<file path="src/rtl/udma_sdio_cmd_seq.sv">
// SD command sequencer: programs the uDMA SDIO cfg registers, polls STATUS, then returns the response words.
// Define SDIO_CMD_SEQ_CLKDIV_EN to add req_clk_div_i and a CLK_DIV write whenever the divider changes.
module udma_sdio_cmd_seq #(
    parameter int POLL_GAP      = 4,
    parameter int TIMEOUT_POLLS = 1024
) (
    input  logic         clk_i,
    input  logic         rstn_i,
    input  logic         req_valid_i,
    output logic         req_ready_o,
    input  logic [5:0]   req_cmd_op_i,
    input  logic [31:0]  req_cmd_arg_i,
    input  logic [2:0]   req_rsp_type_i,
    input  logic [31:0]  req_data_setup_i,
`ifdef SDIO_CMD_SEQ_CLKDIV_EN
    input  logic [7:0]   req_clk_div_i,
`endif
    output logic         rsp_valid_o,
    input  logic         rsp_ready_i,
    output logic [127:0] rsp_data_o,
    output logic [15:0]  rsp_status_o,
    output logic         rsp_err_o,
    output logic         rsp_timeout_o,
    output logic         busy_o,
    output logic         cfg_valid_o,
    output logic         cfg_rwn_o,
    output logic [4:0]   cfg_addr_o,
    output logic [31:0]  cfg_data_o,
    input  logic [31:0]  cfg_data_i,
    input  logic         cfg_ready_i
);

    localparam logic [4:0] ADDR_CMD_OP  = 5'h08;
    localparam logic [4:0] ADDR_CMD_ARG = 5'h09;
    localparam logic [4:0] ADDR_SETUP   = 5'h0A;
    localparam logic [4:0] ADDR_START   = 5'h0B;
    localparam logic [4:0] ADDR_RSP0    = 5'h0C;
    localparam logic [4:0] ADDR_CLK_DIV = 5'h10;
    localparam logic [4:0] ADDR_STATUS  = 5'h11;
    localparam int PW = $clog2(TIMEOUT_POLLS + 1);
    localparam int GW = $clog2(POLL_GAP + 2);

    typedef enum logic [3:0] {
        S_IDLE, S_WR_CLKDIV, S_WR_OP, S_WR_ARG, S_WR_SETUP, S_WR_START,
        S_POLL_RD, S_POLL_WAIT, S_CLR_STAT, S_RD_RSP, S_DONE
    } state_t;

    state_t         state_r;
    logic [5:0]     op_r;
    logic [31:0]    arg_r;
    logic [2:0]     type_r;
    logic [31:0]    setup_r;
    logic [PW-1:0]  poll_cnt_r;
    logic [GW-1:0]  gap_cnt_r;
    logic [1:0]     rsp_idx_r;
    logic           cfg_valid_r, cfg_rwn_r;
    logic [4:0]     cfg_addr_r;
    logic [31:0]    cfg_data_r;
    logic           rsp_valid_r, rsp_err_r, rsp_timeout_r;
    logic [127:0]   rsp_data_r;
    logic [15:0]    rsp_status_r;
    logic           req_ready_r, busy_r;
`ifdef SDIO_CMD_SEQ_CLKDIV_EN
    logic [7:0]     div_r, last_div_r;
    logic           div_valid_r;
`endif

    logic           txn_en_s, txn_rwn_s, cfg_done_s;
    logic [4:0]     txn_addr_s;
    logic [31:0]    txn_data_s;
    logic [PW-1:0]  poll_next_s;
    logic [1:0]     last_rsp_s;

    // Decode the cfg transaction owned by the current state and the saturating poll count.
    always_comb begin
        txn_en_s   = 1'b1;
        txn_rwn_s  = 1'b0;
        txn_addr_s = 5'h00;
        txn_data_s = 32'h0000_0000;
        case (state_r)
`ifdef SDIO_CMD_SEQ_CLKDIV_EN
            S_WR_CLKDIV: begin txn_addr_s = ADDR_CLK_DIV; txn_data_s = {23'h0, 1'b1, div_r}; end
`endif
            S_WR_OP:     begin txn_addr_s = ADDR_CMD_OP;  txn_data_s = {18'h0, op_r, 5'h0, type_r}; end
            S_WR_ARG:    begin txn_addr_s = ADDR_CMD_ARG; txn_data_s = arg_r; end
            S_WR_SETUP:  begin txn_addr_s = ADDR_SETUP;   txn_data_s = setup_r; end
            S_WR_START:  begin txn_addr_s = ADDR_START;   txn_data_s = 32'h0000_0001; end
            S_POLL_RD:   begin txn_addr_s = ADDR_STATUS;  txn_rwn_s = 1'b1; end
            S_CLR_STAT:  begin txn_addr_s = ADDR_STATUS;  txn_data_s = 32'h0000_0003; end
            S_RD_RSP:    begin txn_addr_s = ADDR_RSP0 + {3'b000, rsp_idx_r}; txn_rwn_s = 1'b1; end
            default:     txn_en_s = 1'b0;
        endcase
        cfg_done_s  = cfg_valid_r & cfg_ready_i;
        last_rsp_s  = (type_r == 3'd2) ? 2'd3 : 2'd0;
        if (poll_cnt_r == PW'(TIMEOUT_POLLS)) begin
            poll_next_s = poll_cnt_r;
        end else begin
            poll_next_s = poll_cnt_r + PW'(1);
        end
    end

    // Sequencer FSM with registered cfg master and response outputs.
    always_ff @(posedge clk_i or negedge rstn_i) begin
        if (!rstn_i) begin
            state_r       <= S_IDLE;
            op_r          <= 6'h00;
            arg_r         <= 32'h0;
            type_r        <= 3'h0;
            setup_r       <= 32'h0;
            poll_cnt_r    <= '0;
            gap_cnt_r     <= '0;
            rsp_idx_r     <= 2'd0;
            cfg_valid_r   <= 1'b0;
            cfg_rwn_r     <= 1'b0;
            cfg_addr_r    <= 5'h00;
            cfg_data_r    <= 32'h0;
            rsp_valid_r   <= 1'b0;
            rsp_err_r     <= 1'b0;
            rsp_timeout_r <= 1'b0;
            rsp_data_r    <= 128'h0;
            rsp_status_r  <= 16'h0;
            req_ready_r   <= 1'b1;
            busy_r        <= 1'b0;
`ifdef SDIO_CMD_SEQ_CLKDIV_EN
            div_r         <= 8'h00;
            last_div_r    <= 8'h00;
            div_valid_r   <= 1'b0;
`endif
        end else begin
            // A new transaction is launched only after the previous one has retired.
            if (txn_en_s && !cfg_valid_r) begin
                cfg_valid_r <= 1'b1;
                cfg_rwn_r   <= txn_rwn_s;
                cfg_addr_r  <= txn_addr_s;
                cfg_data_r  <= txn_data_s;
            end else if (cfg_done_s) begin
                cfg_valid_r <= 1'b0;
            end
            case (state_r)
                S_IDLE: if (req_valid_i) begin
                    op_r          <= req_cmd_op_i;
                    arg_r         <= req_cmd_arg_i;
                    type_r        <= req_rsp_type_i;
                    setup_r       <= req_data_setup_i;
                    poll_cnt_r    <= '0;
                    rsp_idx_r     <= 2'd0;
                    rsp_err_r     <= 1'b0;
                    rsp_timeout_r <= 1'b0;
                    rsp_data_r    <= 128'h0;
                    rsp_status_r  <= 16'h0;
                    req_ready_r   <= 1'b0;
                    busy_r        <= 1'b1;
`ifdef SDIO_CMD_SEQ_CLKDIV_EN
                    div_r         <= req_clk_div_i;
                    state_r       <= (!div_valid_r || req_clk_div_i != last_div_r) ? S_WR_CLKDIV : S_WR_OP;
`else
                    state_r       <= S_WR_OP;
`endif
                end
`ifdef SDIO_CMD_SEQ_CLKDIV_EN
                S_WR_CLKDIV: if (cfg_done_s) begin
                    last_div_r  <= div_r;
                    div_valid_r <= 1'b1;
                    state_r     <= S_WR_OP;
                end
`endif
                S_WR_OP:    if (cfg_done_s) state_r <= S_WR_ARG;
                S_WR_ARG:   if (cfg_done_s) state_r <= S_WR_SETUP;
                S_WR_SETUP: if (cfg_done_s) state_r <= S_WR_START;
                S_WR_START: if (cfg_done_s) state_r <= S_POLL_RD;
                S_POLL_RD: if (cfg_done_s) begin
                    poll_cnt_r <= poll_next_s;
                    if (cfg_data_i[1:0] != 2'b00) begin
                        rsp_status_r <= cfg_data_i[31:16];
                        rsp_err_r    <= cfg_data_i[1];
                        state_r      <= S_CLR_STAT;
                    end else if (poll_next_s == PW'(TIMEOUT_POLLS)) begin
                        rsp_timeout_r <= 1'b1;
                        rsp_valid_r   <= 1'b1;
                        state_r       <= S_DONE;
                    end else if (POLL_GAP == 0) begin
                        state_r <= S_POLL_RD;
                    end else begin
                        gap_cnt_r <= GW'(1);
                        state_r   <= S_POLL_WAIT;
                    end
                end
                S_POLL_WAIT: begin
                    if (gap_cnt_r >= GW'(POLL_GAP)) begin
                        state_r <= S_POLL_RD;
                    end else begin
                        gap_cnt_r <= gap_cnt_r + GW'(1);
                    end
                end
                S_CLR_STAT: if (cfg_done_s) begin
                    if (rsp_err_r || type_r == 3'd0) begin
                        rsp_valid_r <= 1'b1;
                        state_r     <= S_DONE;
                    end else begin
                        rsp_idx_r <= 2'd0;
                        state_r   <= S_RD_RSP;
                    end
                end
                S_RD_RSP: if (cfg_done_s) begin
                    rsp_data_r[{rsp_idx_r, 5'b00000} +: 32] <= cfg_data_i;
                    if (rsp_idx_r == last_rsp_s) begin
                        rsp_valid_r <= 1'b1;
                        state_r     <= S_DONE;
                    end else begin
                        rsp_idx_r <= rsp_idx_r + 2'd1;
                    end
                end
                S_DONE: if (rsp_ready_i) begin
                    rsp_valid_r <= 1'b0;
                    req_ready_r <= 1'b1;
                    busy_r      <= 1'b0;
                    state_r     <= S_IDLE;
                end
                default: state_r <= S_IDLE;
            endcase
        end
    end

    assign req_ready_o   = req_ready_r;
    assign busy_o        = busy_r;
    assign rsp_valid_o   = rsp_valid_r;
    assign rsp_data_o    = rsp_data_r;
    assign rsp_status_o  = rsp_status_r;
    assign rsp_err_o     = rsp_err_r;
    assign rsp_timeout_o = rsp_timeout_r;
    assign cfg_valid_o   = cfg_valid_r;
    assign cfg_rwn_o     = cfg_rwn_r;
    assign cfg_addr_o    = cfg_addr_r;
    assign cfg_data_o    = cfg_data_r;

endmodule

</file>
<file path="config.mk">
export PLATFORM = sky130hd
export DESIGN_NAME = udma_sdio_cmd_seq
export DESIGN_NICKNAME = d
export VERILOG_FILES = /design/src/rtl/udma_sdio_cmd_seq.sv
export SDC_FILE = /design/constraint.sdc
export NUM_CORES = 1
export LEC_CHECK = 0
export ABC_AREA = 1
export BUFFER_PORTS_ARGS = -buffer_cell sky130_fd_sc_hd__buf_4
export CAP_MARGIN = 0
export CORE_MARGIN = 5
export CORE_UTILIZATION = 54
export DETAILED_ROUTE_END_ITERATION = 12
export PLACE_DENSITY_LB_ADDON = 0.12
export SYNTH_ARGS = -nofsm -noshare
export SYNTH_HDL_FRONTEND = slang
export SYNTH_SLANG_ARGS = --single-unit
</file>
<file path="constraint.sdc">
create_clock -name clk_i -period 2.65 [get_ports clk_i]
set_input_delay 0.265 -clock clk_i [delete_from_list [all_inputs] [get_ports clk_i]]
set_output_delay 0.265 -clock clk_i [all_outputs]
set_load 0.005 [all_outputs]
</file>
=== Word level (Yosys, flattened, before mapping) ===
Cells that the tools add are included.

* Muxes and demuxes: 63
* $add $sub $neg: 5
* Equal/unequal tests: 32
* Reductions and logical operators: 26
* Order comparisons: 1
* Bitwise operators: 1
* Shift operators: 2

{| class="wikitable"
|+ Operators by type and width
! cell !! number
|-
| 2-to-1 mux 128 bit || 2
|-
| case mux 128 bit (2 select lines) || 1
|-
| case mux 32 bit (5 select lines) || 1
|-
| bitwise mux 128 bit || 1
|-
| variable shift 32 x 9 -> 128 bit, first input constant || 1
|-
| variable part select 32 x 9 -> 128 bit || 1
|-
| 2-to-1 mux 4 bit || 13
|-
| 2-to-1 mux 16 bit || 3
|-
| case mux 4 bit (10 select lines) || 1
|-
| != test 2 bit, second input constant || 19
|-
| 2-to-1 mux 11 bit || 3
|-
| case mux 16 bit (2 select lines) || 1
|-
| case mux 5 bit (6 select lines) || 1
|-
| equality test 11 bit, second input constant || 2
|-
| case mux 11 bit (2 select lines) || 1
|-
| 2-to-1 mux 1 bit || 17
|-
| equality test 4 x 3 -> 1 bit, second input constant || 4
|-
| 2-to-1 mux 2 bit || 7
|-
| equality test 4 bit, second input constant || 3
|-
| 2-to-1 mux 3 bit || 4
|-
| nonzero test 2 bit || 6
|-
| adder 11 x 1 -> 11 bit, second input constant || 1
|-
| AND reduction 11 bit || 1
|-
| AND reduction 5 bit || 2
|-
| 27 further kinds || 34
|}

* Input bits: 110
* Flip-flop bits (word level): 281
* Output and inout bits: 188
* Word-level logic and storage cells: 149

=== Logic depth before layout (Yosys ltp) ===
* Word-level depth: 7
* Depth in mapped cells: 15
* Mapped depth without buffers: 15

=== Worst setup path after synthesis ===
Ideal clock, no wire load.

* Path kind: flip-flop to flip-flop
* Start: register rsp_idx_r[0]
* End: register rsp_data_r[82] (netlist: rsp_data_o[82])
* Required time: 2.554 ns
* Cell stages (with the launch flop): 12
* Setup slack: 0.515 ns
* Arrival time: 2.039 ns
* Clock period less this slack: 2.135 ns
* Setup time: 0.096 ns
* Path buffers: 3
* Cell sequence: dfrtp_1 -> buf_2 -> inv_1 -> buf_2 -> ha_1 -> inv_1 -> nor2_1 -> nand3_2 -> nor2_1 -> inv_1 -> clkbuf_1 -> o31ai_1

* Cells in the longest elaborated chain, start to end: 5
* Elaborated cells between the ends (all ways): 6
* Classes of those cells: add/sub (1); shift (2); mux (3)

{| class="wikitable"
|+ Ends and longest elaborated chain
! element !! RTL line !! RTL
|-
| start, declared || 55 || <nowiki>logic [1:0] rsp_idx_r;</nowiki>
|-
| start signal, assigned || 210 || <nowiki>rsp_idx_r <= rsp_idx_r + 2'd1;</nowiki>
|-
| negation 7 -> 9 bit (*) || 205 || <nowiki>rsp_data_r[{rsp_idx_r, 5'b00000} +: 32] <= cfg_data_i;</nowiki>
|-
| variable part select 32 x 9 -> 128 bit / variable shift 32 x 9 -> 128 bit (equally long branches) || 205 ||
|-
| bitwise mux 128 bit (*) || 205 ||
|-
| 2-to-1 mux 128 bit (*) || 204 || <nowiki>S_RD_RSP: if (cfg_done_s) begin</nowiki>
|-
| case mux 128 bit (2 select lines) (*) || 139 || <nowiki>case (state_r)</nowiki>
|-
| end signal, assigned by index || 205 ||
|-
| end, declared || 60 || <nowiki>logic [127:0] rsp_data_r;</nowiki>
|}

Every way passes the cells marked *; elsewhere a longest branch is shown, timed or not. The select of a mux whose other input is x is not followed.
A chain may end at the register's enable or synchronous reset.

=== Final worst setup path ===
* Start: register rsp_idx_r[0]
* End: register rsp_data_r[85] (netlist: rsp_data_o[85])

The elaborated chain is that of the path after synthesis.

==> run summary <==
The largest driver fanout on the critical path came out at 14. The post-synthesis sequential element count is 281. Once placement finished, the instance area stood at 15000 sq um. The share of the yosys chip area belonging to registers came out at 0.567.

The initial antenna violation count is 0. In this run the clock root is driven by a sky130_fd_sc_hd__clkbuf_16. The slew of the pin with the lowest slew margin came out at 0.879 ns. The logic depth of the worst path, buffers included came out at 8. The final hold violation count is 0. Dividing the final minimum period by the clock period gives 0.872.

The count of warnings emitted by yosys came out at 0. The finished layout holds 2082 standard cells, fillers aside. The total of max-cap violations came out at 0.

Counting every net in the synthesized netlist gives 1529. Setup repair after global routing left no endpoint under its margin. The total power density per cell area came out at 875 nW/um^2. The wire length after detailed routing is 37600 microns. The worst-case clock buffer depth came out at 3. The initial utilization of the core area, before any placement, comes to 0.548. The number of buffers and inverters on the critical path came out at 3.

In the final routed layout, each cell accounts on average for 18.1 microns. The number of different library cells used by synthesis comes to 41. The count of unresolved DRC violations after routing came out at 0. The clock sink count is 281.

The number of global-route vias before repair is 11300. The number of H-tree branching levels came out at 1. The global-route usage over all layers is 0.282.

The number of DRC markers after the initial detailed-route iteration came out at 894. The number of primary I/O pins came out at 298. The worst hold path passes through 3 cells.

The number of nets in the layout came out at 1895. The via total after detailed routing is 11400. The first global-routing pass estimated 59800 microns of wire.

The flow ran to the end, and the final reports show no timing, DRC or antenna violations. The worst setup path is launched from a register. The number of resized instances in the post-cts repair step came out at 0. The setup violation total in the final timing report came out at 0.

The area growth from synthesis to layout is 34.5%. The maximum clock rate came out at 433 MHz. The number of pins with negative max-slew slack in the final report came to 0.

The final cell area excluding filler cells came out at 16700 sq um. Counting stages on the worst path, the most repeated cell is sky130_fd_sc_hd__inv_1. The async set or reset register ratio after synthesis is 1.00. The path depth of the worst reg2reg path is 8.

The normalized max-slew margin came out at 0.412. The floorplan has 55 rows. Traced cell by cell, the critical path runs through inv_1 > ha_1 > inv_1 > nor2_1 > nand3_2 > nor2_1 > inv_1 > o31ai_1. Adding up every negative setup slack in the final design gives 0 ns. Before antenna repair, the detailed router went through 5 iterations. In this run the remaining antenna-violating nets after routing total 0. The half-perimeter wire length after detailed placement came out at 25600 microns. The time the final worst path needs with I/O delays and setup is 2.31 ns. The number of buffers added on ports came out at 297. VDD sags by at most 0.000593 V. On the critical path, the stage with the largest delay is an instance of sky130_fd_sc_hd__dfrtp_1. The number of placed cells counting well taps is 1948.

Across all register-to-register paths, the minimum setup slack is 0.34 ns. Measured along the x axis, the die boundary spans 162 microns. The total CTS buffers is 29. The number of instances in the synthesized netlist is 1411. The congestion estimate from routability-driven global placement came to 0.919. The worst setup path is captured at a register. In the final layout, the share of cells above drive strength 1 is 0.223. Grouping stages by cell kind, the critical path spends the most delay in buffers and inverters. The clock tree from TritonCTS is built. The most used flip-flop cell after synthesis is sky130_fd_sc_hd__dfrtp_1. In this run the worst hold path is classified as primary input to register. The ratio of routed vias to standard cells came out at 5.45. The clock latency on the worst-skew pair is 0.54 ns. The critical path is of the register to register type. The synthesized design contains 0 enable-type register cells. The floorplan core area came out at 22600 sq um. The die outline area is 26100 sq um. The maximum number of pins on one net before global-route repair came out at 80. Across the routed clock network, the largest skew measured is 0.0129 ns. The leakage power is 8.56 nW.

The average size of a mapped cell came out at 8.79 sq um. The clock slew at the register clock pins of the worst setup and hold paths came out at 0.06 ns. The required time reported for the critical path endpoint came out at 3.09 ns. The total global routing overflow came out at 0. The utilization after layout came out at 0.737. The cell area after synthesis is 12400 sq um. In this run the vertical extent of the chip is 162 microns. The critical path arrival is 2.75 ns.

The highest cell delay on the worst timing path came out at 0.45 ns. Hold is met by 0.0151 ns.
[tightest hold or removal path, cell delays in order]
cell                      delay (ns)
sky130_fd_sc_hd__buf_4          0.12
sky130_fd_sc_hd__nand3_1        0.08
sky130_fd_sc_hd__nand2_1        0.06
[flip-flops by register name, indices dropped and copies added, names as in the netlist]
name,flops
busy_o,1
poll_cnt_r,11
cfg_valid_o,1
state_r,4
rsp_data_o,128
rsp_status_o,16
rsp_valid_o,1
rsp_err_o,1
type_r,3
op_r,6
cfg_rwn_o,1
cfg_data_o,32
setup_r,32
rsp_idx_r,2
gap_cnt_r,3
arg_r,32
rsp_timeout_o,1
req_ready_o,1
cfg_addr_o,5
[Yosys cell counts, types with 2 or more instances]
master / n / area, sq um
sky130_fd_sc_hd__nand2_1: 511 / 1920
sky130_fd_sc_hd__dfrtp_1: 280 / 7010
sky130_fd_sc_hd__inv_1: 118 / 443
sky130_fd_sc_hd__o21ai_0: 102 / 510
sky130_fd_sc_hd__o31ai_1: 95 / 713
sky130_fd_sc_hd__nor2_1: 53 / 199
sky130_fd_sc_hd__nand3_1: 51 / 255
sky130_fd_sc_hd__clkbuf_1: 36 / 135
sky130_fd_sc_hd__buf_2: 33 / 165
sky130_fd_sc_hd__o22ai_1: 19 / 119
sky130_fd_sc_hd__a21oi_1: 13 / 65.1
sky130_fd_sc_hd__nand4_1: 11 / 68.8
sky130_fd_sc_hd__inv_2: 10 / 37.5
sky130_fd_sc_hd__o41ai_1: 10 / 87.6
sky130_fd_sc_hd__o21ai_1: 9 / 45.0
sky130_fd_sc_hd__ha_1: 8 / 100
sky130_fd_sc_hd__o41ai_2: 7 / 114
sky130_fd_sc_hd__nand2_2: 5 / 31.3
sky130_fd_sc_hd__nor2_4: 4 / 45.0
sky130_fd_sc_hd__nor3_1: 4 / 20.0
sky130_fd_sc_hd__o21ai_4: 4 / 65.1
sky130_fd_sc_hd__xor2_1: 4 / 35.0
sky130_fd_sc_hd__buf_6: 3 / 33.8
sky130_fd_sc_hd__buf_1: 2 / 7.51
sky130_fd_sc_hd__o21a_1: 2 / 15.0
sky130_fd_sc_hd__o21ai_2: 2 / 17.5
[placed cells by master, fill, tap and decap left out, types with 15 or more instances in the layout]
cell | netlist | routed
sky130_fd_sc_hd__o21ai_0 | 102 | 102
sky130_fd_sc_hd__buf_4 | 1 | 317
sky130_fd_sc_hd__clkbuf_1 | 36 | 15
sky130_fd_sc_hd__o22ai_1 | 19 | 19
sky130_fd_sc_hd__dfrtp_1 | 280 | 280
sky130_fd_sc_hd__o31ai_1 | 95 | 95
sky130_fd_sc_hd__nor2_1 | 53 | 53
sky130_fd_sc_hd__inv_1 | 118 | 117
sky130_fd_sc_hd__nand3_1 | 51 | 50
sky130_fd_sc_hd__clkbuf_16 | 0 | 29
sky130_fd_sc_hd__dlygate4sd3_1 | 0 | 83
sky130_fd_sc_hd__nand2_1 | 511 | 511
[report_power, final]
| part | switching [mW] | total, mW | internal (mW) |
|---|---|---|---|
| clock | 1.60 | 3.77 | 2.17 |
| sequential | 0.528 | 5.79 | 5.26 |
| combinational | 3.29 | 5.05 | 1.76 |
[timing repair]
item | CTS | global route
hold buffers | 83 | 0
setup buffers | 0 | 0
endpoints found under the hold margin | 135 | 0
[final cells by class]
type | count | area, sq um
Multi-Input combinational cell | 926 | 4550
Inverter | 129 | 484
Timing Repair Buffer | 410 | 3410
Antenna cell | 2 | 5.00
Clock buffer | 46 | 810
Tap cell | 285 | 357
Sequential cell | 281 | 7030
Fill cell | 1632 | 5950
Clock inverter | 3 | 43.8
[worst paths after layout]
kind / from / endpoint
worst max register to register: rsp_idx_r[0] / rsp_data_o[85]
worst min-delay path: cfg_data_i[29] / rsp_status_o[13]
worst min register to register: arg_r[3] / arg_r[3]
worst max-delay path: rsp_idx_r[0] / rsp_data_o[85]
min in group asynchronous: rstn_i / rsp_data_o[104]
max in group asynchronous: rstn_i / cfg_addr_o[3]
[metrics by stage]
step | power (mW) | worst slack [ns]
after floorplan | 8.78 | 0.515
after global placement | 10.6 | 0.442
after detailed placement | 10.7 | 0.348
after CTS | 14.6 | 0.345
after global routing | 15.5 | 0.107
final | 14.6 | 0.340
[per-layer routing]
layer  GRT usage  up-vias  routed length, microns
met3      0.0648       88                    3360
met5           0        -                       0
li1            -     5350                       -
met2       0.473      522                   18200
met4       0.106        0                    1440
met1       0.360     5397                   14600
[logic make-up after synthesis]
logic type               share of synthesized area
AO/OA/AOI/OAI                                0.146
XOR/XNOR                                   0.00353
adder cells (fa/ha/maj)                    0.00807
buffers and inverters                       0.0672
flip-flops                                   0.567
AND/OR/NAND/NOR                              0.208
No activity file was read; power rests on OpenSTA's default activity.
